## config.mk

```make
export PLATFORM = sky130hd
export DESIGN_NAME = enemy_shot_scheduler
export DESIGN_NICKNAME = d
export VERILOG_FILES = /design/src/rtl/enemy_shot_scheduler.sv
export SDC_FILE = /design/constraint.sdc
export NUM_CORES = 1
export LEC_CHECK = 0
export CAP_MARGIN = 25
export CORE_UTILIZATION = 44
export DETAILED_ROUTE_END_ITERATION = 10
export PLACE_DENSITY = 0.76
export RECOVER_POWER = 50
export SETUP_SLACK_MARGIN = 0.15
export SYNTH_ARGS = -nofsm -noshare
export SYNTH_HDL_FRONTEND = slang
export SYNTH_SLANG_ARGS = --single-unit
```

## constraint.sdc

```tcl
create_clock -name pclk -period 4.1 [get_ports pclk]
set_input_delay 0.82 -clock pclk [delete_from_list [all_inputs] [get_ports pclk]]
set_output_delay 0.82 -clock pclk [all_outputs]
set_load 0.005 [all_outputs]
```

## src/rtl/enemy_shot_scheduler.sv

```systemverilog
// Round-robin enemy missile launcher: shares a small pool of missile slots among
// alive enemies, with a handshake to the missile logic and a post-launch cooldown.
module enemy_shot_scheduler #(
    parameter int N_ENEMIES = 8,
    parameter int IDX_W     = 3,
    parameter int N_SLOTS   = 4,
    parameter int SLOT_W    = 2,
    parameter int COOLDOWN  = 3000
) (
    input  logic                 pclk,
    input  logic                 rst,
    input  logic                 shot_req,
    input  logic [N_ENEMIES-1:0] alive,
    input  logic [N_SLOTS-1:0]   slot_done,
    input  logic                 launch_ready,
    output logic                 launch_valid,
    output logic [IDX_W-1:0]     launch_enemy,
    output logic [SLOT_W-1:0]    launch_slot,
    output logic [N_SLOTS-1:0]   slot_busy,
    output logic                 busy
);

    localparam int CD_W = (COOLDOWN > 1) ? $clog2(COOLDOWN) : 1;
    localparam logic [CD_W-1:0] CD_LAST = CD_W'((COOLDOWN > 0) ? COOLDOWN - 1 : 0);

    typedef enum logic [1:0] {S_IDLE, S_PICK, S_LAUNCH, S_COOL} state_t;

    state_t               state, state_nxt;
    logic                 pending, pending_nxt;
    logic                 shot_req_d;
    logic [IDX_W-1:0]     rr_ptr, rr_ptr_nxt;
    logic [CD_W-1:0]      cd_cnt, cd_cnt_nxt;
    logic                 valid_nxt;
    logic [IDX_W-1:0]     enemy_nxt;
    logic [SLOT_W-1:0]    slot_nxt;
    logic [N_SLOTS-1:0]   busy_nxt;
    logic [N_SLOTS-1:0]   set_mask;
    logic                 req_edge;

    logic                 pick_found;
    logic [IDX_W-1:0]     pick_enemy;
    logic [IDX_W-1:0]     scan_idx;
    logic [SLOT_W-1:0]    pick_slot;

    assign req_edge = shot_req & ~shot_req_d;
    assign busy     = (state != S_IDLE);

    // Wrapping scan starting at rr_ptr; modulo keeps non-power-of-2 counts in range.
    always_comb begin
        pick_found = 1'b0;
        pick_enemy = '0;
        scan_idx   = '0;
        for (int unsigned k = 0; k < N_ENEMIES; k++) begin
            scan_idx = IDX_W'((32'(rr_ptr) + k) % N_ENEMIES);
            if (!pick_found && alive[scan_idx]) begin
                pick_found = 1'b1;
                pick_enemy = scan_idx;
            end
        end
    end

    always_comb begin
        pick_slot = '0;
        for (int unsigned s = N_SLOTS; s > 0; s--) begin
            if (!slot_busy[s-1]) pick_slot = SLOT_W'(s - 1);
        end
    end

    always_comb begin
        state_nxt  = state;
        rr_ptr_nxt = rr_ptr;
        cd_cnt_nxt = cd_cnt;
        valid_nxt  = launch_valid;
        enemy_nxt  = launch_enemy;
        slot_nxt   = launch_slot;
        set_mask   = '0;

        case (state)
            S_IDLE: begin
                if (pending) state_nxt = S_PICK;
            end
            S_PICK: begin
                if (!pick_found || (&slot_busy)) begin
                    state_nxt = S_IDLE;
                end else begin
                    enemy_nxt = pick_enemy;
                    slot_nxt  = pick_slot;
                    valid_nxt = 1'b1;
                    state_nxt = S_LAUNCH;
                end
            end
            S_LAUNCH: begin
                if (launch_ready) begin
                    valid_nxt  = 1'b0;
                    set_mask   = N_SLOTS'(1) << launch_slot;
                    rr_ptr_nxt = (launch_enemy == IDX_W'(N_ENEMIES - 1)) ? '0 : launch_enemy + 1'b1;
                    cd_cnt_nxt = '0;
                    state_nxt  = (COOLDOWN == 0) ? S_IDLE : S_COOL;
                end else if (!alive[launch_enemy]) begin
                    valid_nxt = 1'b0;
                    state_nxt = S_IDLE;
                end
            end
            S_COOL: begin
                if (cd_cnt == CD_LAST) state_nxt = S_IDLE;
                else                   cd_cnt_nxt = cd_cnt + 1'b1;
            end
            default: state_nxt = S_IDLE;
        endcase

        // A pending request is consumed in IDLE; edges arriving while one is held are lost.
        pending_nxt = pending;
        if (state == S_IDLE && pending) pending_nxt = 1'b0;
        else if (req_edge)              pending_nxt = 1'b1;

        busy_nxt = (slot_busy & ~slot_done) | set_mask;
    end

    always_ff @(posedge pclk or negedge rst) begin
        if (!rst) begin
            state        <= S_IDLE;
            pending      <= 1'b0;
            shot_req_d   <= 1'b0;
            rr_ptr       <= '0;
            cd_cnt       <= '0;
            launch_valid <= 1'b0;
            launch_enemy <= '0;
            launch_slot  <= '0;
            slot_busy    <= '0;
        end else begin
            state        <= state_nxt;
            pending      <= pending_nxt;
            shot_req_d   <= shot_req;
            rr_ptr       <= rr_ptr_nxt;
            cd_cnt       <= cd_cnt_nxt;
            launch_valid <= valid_nxt;
            launch_enemy <= enemy_nxt;
            launch_slot  <= slot_nxt;
            slot_busy    <= busy_nxt;
        end
    end

endmodule

```

### Word level (Yosys, flattened, before mapping)

Cells that the tools add are included.

| operators by class | value |
|---|---|
| shift operators | 1 |
| multiplexer cells | 56 |
| equality and inequality tests | 11 |
| reduce and logical (&&, ||, !) cells | 28 |
| $lt $le $gt $ge | 9 |
| bitwise logic cells | 6 |
| add/subtract/negate cells | 9 |

Operators by type and width:

| operator | number |
|---|---|
| 3-bit by 4-bit < comparator with 1-bit output (second input constant) | 9 |
| 1-bit binary-select mux with 3-bit select | 9 |
| 3-bit 2-to-1 mux | 9 |
| 12-bit 2-to-1 mux | 2 |
| 12-bit one-hot mux with 2 select lines | 1 |
| 1-bit 2-to-1 mux | 22 |
| 2-bit 2-to-1 mux | 9 |
| 12-bit by 1-bit adder with 12-bit output (second input constant) | 1 |
| 3-bit adder (second input constant) | 4 |
| 12-bit == test (second input constant) | 1 |
| 2-bit inequality test (second input constant) | 5 |
| 3-bit AND reduction | 3 |
| 1-bit logical AND | 8 |
| 1-bit zero test | 8 |
| 4-bit 2-to-1 mux | 2 |
| 2-bit one-hot mux with 4 select lines | 1 |
| 2-bit nonzero test | 4 |
| 3-bit by 1-bit adder with 3-bit output (second input constant) | 2 |
| 3-bit by 2-bit adder with 3-bit output (second input constant) | 2 |
| 4-bit AND | 1 |
| 2-bit == test (second input constant) | 2 |
| 4-bit NOT | 1 |
| 4-bit OR | 1 |
| 2-bit AND reduction | 2 |
| 10 further kinds | 11 |

| word-level totals | value |
|---|---|
| bits of input ports | 16 |
| word-level logic and storage cells | 129 |
| flip-flop bits (word level) | 29 |

### Longest topological paths before layout

Gate-level depths: netlist of run 1.

| depth | value |
|---|---|
| depth in word-level cells | 28 |
| depth in mapped cells | 14 |
| gate-level depth less buffers | 9 |

### Least setup slack after synthesis of run 1

Ideal clock, no wire load.

| timing path | value |
|---|---|
| path type | register to register |
| start point | reg rr_ptr[1] |
| end point | reg launch_enemy[2] |
| library setup time | 0.077 ns |
| data required time | 4.023 ns |
| arrival time | 2.874 ns |
| period minus slack after synthesis | 2.951 ns |
| setup slack | 1.149 ns |
| stages on the path, launching flop included | 13 |
| path through | dfrtp_1 -> buf_1 -> inv_1 -> ha_1 -> buf_6 -> mux4_2 -> mux2_2 -> nor2b_2 -> nor3b_4 -> a31o_4 -> buf_6 -> a21oi_1 -> a21oi_1 |

| on the way | value |
|---|---|
| cells in the longest elaborated chain, start to end | 28 |
| elaborated cells between the ends (all ways) | 57 |
| classes of those cells | add/sub: 7; mux: 32; bitwise: 1; reduce/logical: 17 |

Ends and longest elaborated chain:

| element | RTL line | RTL |
|---|---|---|
| start, declared | 31 | `logic [IDX_W-1:0] rr_ptr, rr_ptr_nxt;` |
| start signal, assigned | 134 | `rr_ptr <= rr_ptr_nxt;` |
| parallel branches: the longest is 28 deep, another holds 3-bit by 1-bit adder with 3-bit output | - |  |
| end signal, assigned | 137 | `launch_enemy <= enemy_nxt;` |
| end, declared | 17 | `output logic [IDX_W-1:0] launch_enemy,` |

Parallel ways; which one is timed is not known. The select of a mux whose other input is x is not followed.
A chain may end at the register's enable or synchronous reset.

### Final worst setup path of run 1

Ends and elaborated chain as after synthesis.

==> metrics.md, run 1 <==
| Metric | Value |
|---|---|
| Reported leakage power | `1.08 nW` |
| Sum Neg Setup Slack | `0 ns` |
| Min cycle time layout | `3.32 ns` |
| First-pass GRT wire length | `8520 um` |
| Required @ worst endpoint | `4.25 ns` |
| Synth Register Bits | `29` |
| Final #Nets | `267` |
| Hold_ws | `0.531 ns` |
| Largest net degree at the start of global routing | `30` |
| Peak supply drop | `about 0.00037 V` |
| Crit path max fanout | `13` |
| Full die area | `roughly 5300 um^2` |
| GPL Wtd Cong | `0.864` |
| Total GRT Usage | `20.9%` |
| Final setup skew | `just over 0.005 ns` |
| Ant. Diodes | `0` |
| PD cells | `~770 nW/um^2` |
| Syn Area/Cell | `10.1 um^2` |
| Clock Pin Slew Worst Setup and Hold Paths | `roughly 0.06 ns` |
| PortBufs | `26` |
| Worst min-delay path class | `reg -> reg` |
| Prevailing post-synth register cell | `dfrtp_1` |
| DRT Wirelength | `4910 um` |
| DRT antenna net count | `0` |
| CTS tree | `built` |
| Final slew viol count | `30` |
| RSZ-0062 raised after global routing | `false` |
| Clock Latency Late Sink | `0.27 ns` |
| Vias in the first global route | `1788` |
| Cell Area, Synth | `2220 um^2` |
| Final setup violation count | `0` |
| Critical path arrival | `3.47 ns` |
| Area Growth Syn to Fin | `16.7%` |
| Grt ovf | `0` |
| Setup Buffers After CTS | `0` |
| Vias per Instance | `5.84` |
| Via count | `1835` |
| Detailed Route Iter0 Violations | `210` |
| Initial Util | `between 40 and 50%` |
| Clock sink count | `29` |
| Router iterations before antenna repair | `4` |
| FMAX | `302 MHz` |
| Mapped Nets | `241` |
| # hold bufs at CTS | `0` |
| DRC Markers | `0` |
| Root Driver | `clkbuf_8` |
| Num CTS Buffers | `5` |
| Yosys warning count | `0` |
| Failing checks | `max-capacitance violations, max-slew violations` |
| WL per Instance | `about 16 um` |
| Deepest clock path buffer count | `2` |
| Post-CTS sizing | `0` |
| Rel. slew slack | `-4.14%` |
| I/O pin count | `27` |
| Slew of the pin with the lowest slew margin | `about 1.6 ns` |
| Layout fillers | `451` |
| Crit end category | `flip-flop` |
| Ratio of final minimum period to clock period | `just over 80%` |
| FP Rows | `25` |
| Die H | `73.0 um` |
| CTS HTree Levels | `2` |
| Final Hold Viols | `0` |
| Crit Path Class | `reg -> reg` |
| Antenna violations before repair | `0` |
| Core region area | `around 4800 um^2` |
| Status | `finished, violations left` |
| Cells after synthesis | `220` |
| Asr flop ratio synth | `100%` |
| Die W | `~73 um` |
| Number of flops mapped to enable cells by yosys | `0` |
| Fraction of layout cells with a size suffix above 1 | `13.0%` |
| HPWL Detailed | `3640 um` |
| Seq/Total Area, Yosys | `32.7%` |
| Netlist cell types | `between 50 and 60` |
| Max-cap violation count | `1` |
| Startpoint types | `flip-flop` |
path summary, 6_finish.rpt:
kind	from	to	slack, ns	cells past startpoint
worst max register to register	rr_ptr[1]	launch_enemy[2]	0.78	9
worst min register to register	pending	pending	0.53	1
worst max-delay path	rr_ptr[1]	launch_enemy[2]	0.78	9
worst min-delay path	pending	pending	0.53	1
max in group asynchronous	rst	cd_cnt[11]	1.72	2
min in group asynchronous	rst	shot_req_d	1.46	2
synth_stat cells, drive strengths merged, types with 3 or more instances:
cell type  number  area, um^2
a21oi          11        55.1
nand2          25        96.4
o21ai          11        55.1
nand3           8        40.0
o31ai           3        22.5
buf             8        67.6
inv            14        52.6
ha              5        62.6
a311oi          3        26.3
dfrtp          29         726
mux4           13         293
o22ai           4        25.0
xor2           10        87.6
nor2           14        52.6
a31oi           3        18.8
clkbuf          3        11.3
nor3b           3        33.8
mux2i          14         156
cells in the final DEF, fill, tap and decap left out, drive strengths merged, types with 2 or more instances in the layout:
cell	count
nor2b	2
and3	2
xnor2	2
nor3b	3
o21ai	11
o31ai	3
inv	14
o22ai	4
a31o	2
o311ai	2
dlygate4sd3	3
a221oi	2
a31oi	3
buf	3
a21o	2
mux2	2
nand4	2
mux2i	14
ha	5
nand3	8
a311oi	3
mux4	13
o32ai	2
and4b	2
dfrtp	29
xor2	10
a21oi	11
clkbuf	9
a32oi	2
nand2	25
nor2	14
clkdlybuf4s50	23
flip-flops by register name, indices dropped and copies added (netlist names):
name / flops
cd_cnt: 12
launch_enemy: 3
launch_slot: 2
launch_valid: 1
pending: 1
rr_ptr: 3
shot_req_d: 1
slot_busy: 4
state: 2
layout make-up:
type / count / area (um^2) / area share (%)
Tap cell: 67 / 83.8 / 3.23
Sequential cell: 29 / 726 / 28.0
Multi-Input combinational cell: 166 / 1360 / 52.6
Timing Repair Buffer: 30 / 287 / 11.1
Inverter: 14 / 52.6 / 2.03
Clock buffer: 8 / 80.1 / 3.09
logic make-up (layout without fill, tap and decap cells):
| logic type | Yosys count | count (layout) | synth area share [%] |
|---|---|---|---|
| flops | 29 | 29 | 32.7 |
| simple gates | 66 | 66 | 15.5 |
| fa+ha+maj | 5 | 5 | 2.82 |
| xor+xnor | 12 | 12 | 4.73 |
| mux | 29 | 29 | 21.2 |
| compound gates | 54 | 54 | 17.1 |
| buf+inv | 25 | 52 | 5.91 |
where the power goes:
group          switching [mW]  leakage (nW)  total [mW]  internal (mW)
combinational           0.671         0.658        1.29          0.621
clock                  0.0981        0.0395       0.218          0.120
sequential              0.128         0.379       0.491          0.363
per-stage QoR:
step / cell area [um^2] / setup WS [ns] / util [%] / std cells / power [mW]
after global routing: 2590 / 0.574 / 54.2 / 314 / 2.17
final: 2590 / 0.784 / 54.2 / 314 / 2.00
after floorplan: 2220 / 1.15 / - / 220 / 1.50
after CTS: 2600 / 0.817 / 54.2 / 314 / 2.00
after detailed placement: 2520 / 0.804 / 52.6 / 306 / 1.77
after global placement: 2520 / 0.862 / 52.6 / 306 / 1.74
critical path: stages, from the launching register on:
cell     delay, ns
dfrtp_1       0.63
inv_1         0.19
ha_1          0.48
mux4_2        0.60
mux2_2        0.33
nor2b_2       0.15
nor3b_4       0.29
a31o_4        0.27
mux2i_1       0.20
a21oi_1       0.05
routing by layer:
metal,track usage (%),routed length [um]
met5,0,0
met2,32.8,2310
met3,3.04,315
met4,5.66,34
met1,30.2,2250
Note: power is estimated with default switching activity, not from simulation.
==> run 2: changes to the inputs <==
PLACE_DENSITY = 0.79   (was 0.76)
clock period = 2.9 ns   (was 4.1 ns; I/O delays follow)
==> metrics.md, run 2 (same netlist as run 1, synthesis figures left out) <==
| Metric | Value |
|---|---|
| Grt ovf | `0 (unchanged)` |
| Peak supply drop | `0.000645 V (+76%)` |
| Critical path's largest stage delay | `0.57 ns (-0.06 ns)` |
| Vias in the first global route | `1785 (-0.17%)` |
| Final #Nets | `280 (+4.9%)` |
| Root Driver | `clkbuf_8` |
| Hold_ws | `0.514 ns (-0.0177 ns)` |
| Sum Neg Setup Slack | `0 ns (unchanged)` |
| I/O pin count | `27 (unchanged)` |
| Cell Area, Placed | `2620 um^2 (+4.0%)` |
| Combinational power share | `69.1% (+4.5 points)` |
| Reg2reg start | `rr_ptr[0]` |
| Deepest clock path buffer count | `2 (unchanged)` |
| # hold bufs at CTS | `0 (unchanged)` |
| Internal Pwr Total | `1.76 mW (+60%)` |
| Final setup violation count | `0 (unchanged)` |
| Max-cap violation count | `1 (unchanged)` |
| Ant. Diodes | `0 (unchanged)` |
| Worst min-delay path class | `reg -> reg` |
| Crit path max fanout | `7 (-6)` |
| Worst Min Path Start | `cd_cnt[1]` |
| Switch share | `43.5% (-1.3 points)` |
| Setup WS pre-CTS | `-0.0362 ns (-0.841 ns)` |
| Failing checks | `max-capacitance violations, max-slew violations` |
| Area Growth Syn to Fin | `22.3%` |
| Required @ worst endpoint | `3.05 ns (-1.20 ns)` |
| Final setup skew | `0.00377 ns (-0.00142 ns)` |
| Initial Util | `46.4% (unchanged)` |
| Hold path cells | `2 (+1)` |
| CTS HTree Levels | `2 (unchanged)` |
| Full die area | `5340 um^2 (unchanged)` |
| Num CTS Buffers | `5 (unchanged)` |
| Min cycle time layout | `2.67 ns` |
| Largest net degree at the start of global routing | `30 (unchanged)` |
| Seq pwr share | `21.0% (-3.5 points)` |
| Max reg flops | `12 (unchanged)` |
| Crit Path Class | `in -> reg` |
| Slew of the pin with the lowest slew margin | `1.52 ns (-0.0400 ns)` |
| Ratio of final minimum period to clock period | `91.9%` |
| Antenna violations before repair | `0 (unchanged)` |
| Total GRT Usage | `21.1% (+0.17 points)` |
| Rel. slew slack | `-1.47% (+2.7 points)` |
| PD cells | `1150 nW/um^2 (+49%)` |
| Via count | `1923 (+4.8%)` |
| Post-layout util | `56.7% (+2.6 points)` |
| Layout fillers | `404 (-10%)` |
| Post-Place Cells | `317 (+3.6%)` |
| Final Non-Filler Cells | `327 (+4.1%)` |
| Worst r2r path cells | `9 (unchanged)` |
| R2r endpoint | `launch_enemy[2]` |
| CP Cell Sequence | `clkdlybuf4s50_1 > mux4_2 > mux2_4 > nor2b_2 > nor3b_4 > a31o_4 > mux2i_1 > a21oi_1` |
| Vias per Instance | `5.88 (+0.63%)` |
| Slowest-stage cell, CP | `mux4_2` |
| Sw Pwr | `1.36 mW (+51%)` |
| Final slew viol count | `30 (unchanged)` |
| Final Hold Viols | `0 (unchanged)` |
| CTS tree | `built` |
| Share of power burned in the clock network | `9.9% (-1.0 points)` |
| Startpoint types | `primary input` |
| HPWL Detailed | `3790 um (+4.2%)` |
| Clock sink count | `29 (unchanged)` |
| Clock Pin Slew Worst Setup and Hold Paths | `0.05 ns (about the same)` |
| RSZ-0062 raised after global routing | `false` |
| Fraction of layout cells with a size suffix above 1 | `18.8% (+5.9 points)` |
| Largest regs | `cd_cnt (12), slot_busy (4)` |
| DRT Wirelength | `5160 um (+5.0%)` |
| Detailed Route Iter0 Violations | `164 (-22%)` |
| Worst reg2reg setup slack | `0.28 ns (-0.50 ns)` |
| Clock Latency Late Sink | `0.28 ns (about the same)` |
| Hold path endpoint | `cd_cnt[1]` |
| Final Instance Area | `2720 um^2 (+4.7%)` |
| FMAX | `375 MHz` |
| Most flops, register | `cd_cnt` |
| Die H | `73.0 um (unchanged)` |
| FP Rows | `25 (unchanged)` |
| DRT antenna net count | `0 (unchanged)` |
| Total power | `3.12 mW (+56%)` |
| Setup slack after layout | `0.235 ns (-0.549 ns)` |
| PortBufs | `26 (unchanged)` |
| Top delay family on crit path | `multiplexers` |
| Status | `finished, violations left` |
| Core region area | `4790 um^2 (unchanged)` |
| Commonest non-fill, non-tap cell in the layout | `dfrtp_1` |
| Reported leakage power | `1.14 nW (+6.2%)` |
| Commonest cells after routing, fill and taps aside | `dfrtp_1, nand2_1, clkdlybuf4s50_1, buf_4, nor2_1` |
| Router iterations before antenna repair | `4 (unchanged)` |
| Critical path arrival | `2.82 ns (-0.65 ns)` |
| First-pass GRT wire length | `8580 um (+0.73%)` |
| CP bufs+invs | `1 (unchanged)` |
| WL per Instance | `15.8 um (+0.86%)` |
| Die W | `73.0 um (unchanged)` |
| GPL Wtd Cong | `0.911 (+5.3%)` |
| DRC Markers | `0 (unchanged)` |
| Crit end category | `flip-flop` |
[run 2: what timing repair did]
action / in CTS / in global routing
buffers inserted: 0 / 2
setup endpoints to repair: 0 / 5
resized for setup: 0 / 3
[run 2: tightest hold or removal path: stages (launching register included)]
cell and delay (ns):
dfrtp_1 0.37, nand2_1 0.05, o21ai_0 0.06
[run 2: metal layers]
metal	vias to the layer above	share of wire, %	track usage [%]
li1	906	-	-
met1	943	46	31.4
met2	69	46	30.9
met3	5	7.0	5.25
met4	0	0.70	4.58
met5	-	0	0
[run 2: cell type report]
type	instances	area, um^2	share of cell area (%)
Tap cell	67	83.8	3.09
Inverter	14	55.1	2.03
Sequential cell	29	726	26.7
Multi-Input combinational cell	166	1380	50.9
Timing Repair Buffer	43	388	14.3
Clock buffer	8	80.1	2.95
[run 2: worst max path at each step]
stage                                 end  slack [ns]  cells past startpoint       from
after floorplan           launch_enemy[2]        0.16                     13  rr_ptr[0]
after global placement     launch_slot[1]       -0.01                      9   alive[2]
after detailed placement  launch_enemy[2]       -0.04                      8   alive[6]
after CTS                 launch_enemy[2]        0.21                      9  rr_ptr[0]
after global routing       launch_slot[1]        0.17                     10  rr_ptr[0]
final                     launch_enemy[2]        0.23                      8   alive[6]
[run 2: power groups by stage]
stage               Combinational, mW  Clock [mW]  Sequential [mW]
finish                           2.15       0.310            0.655
detailed placement               2.06           0            0.660
global route                     2.33       0.336            0.676
CTS                              2.08       0.315            0.654
floorplan                        1.55           0            0.613
global placement                 2.03           0            0.658
==> run 3: changes to the inputs <==
CAP_MARGIN = unset   (was 25)
HOLD_SLACK_MARGIN = 0.06   (was unset)
==> results of run 3 <==
Final layout, timing and power as in run 2 (identical DEF).
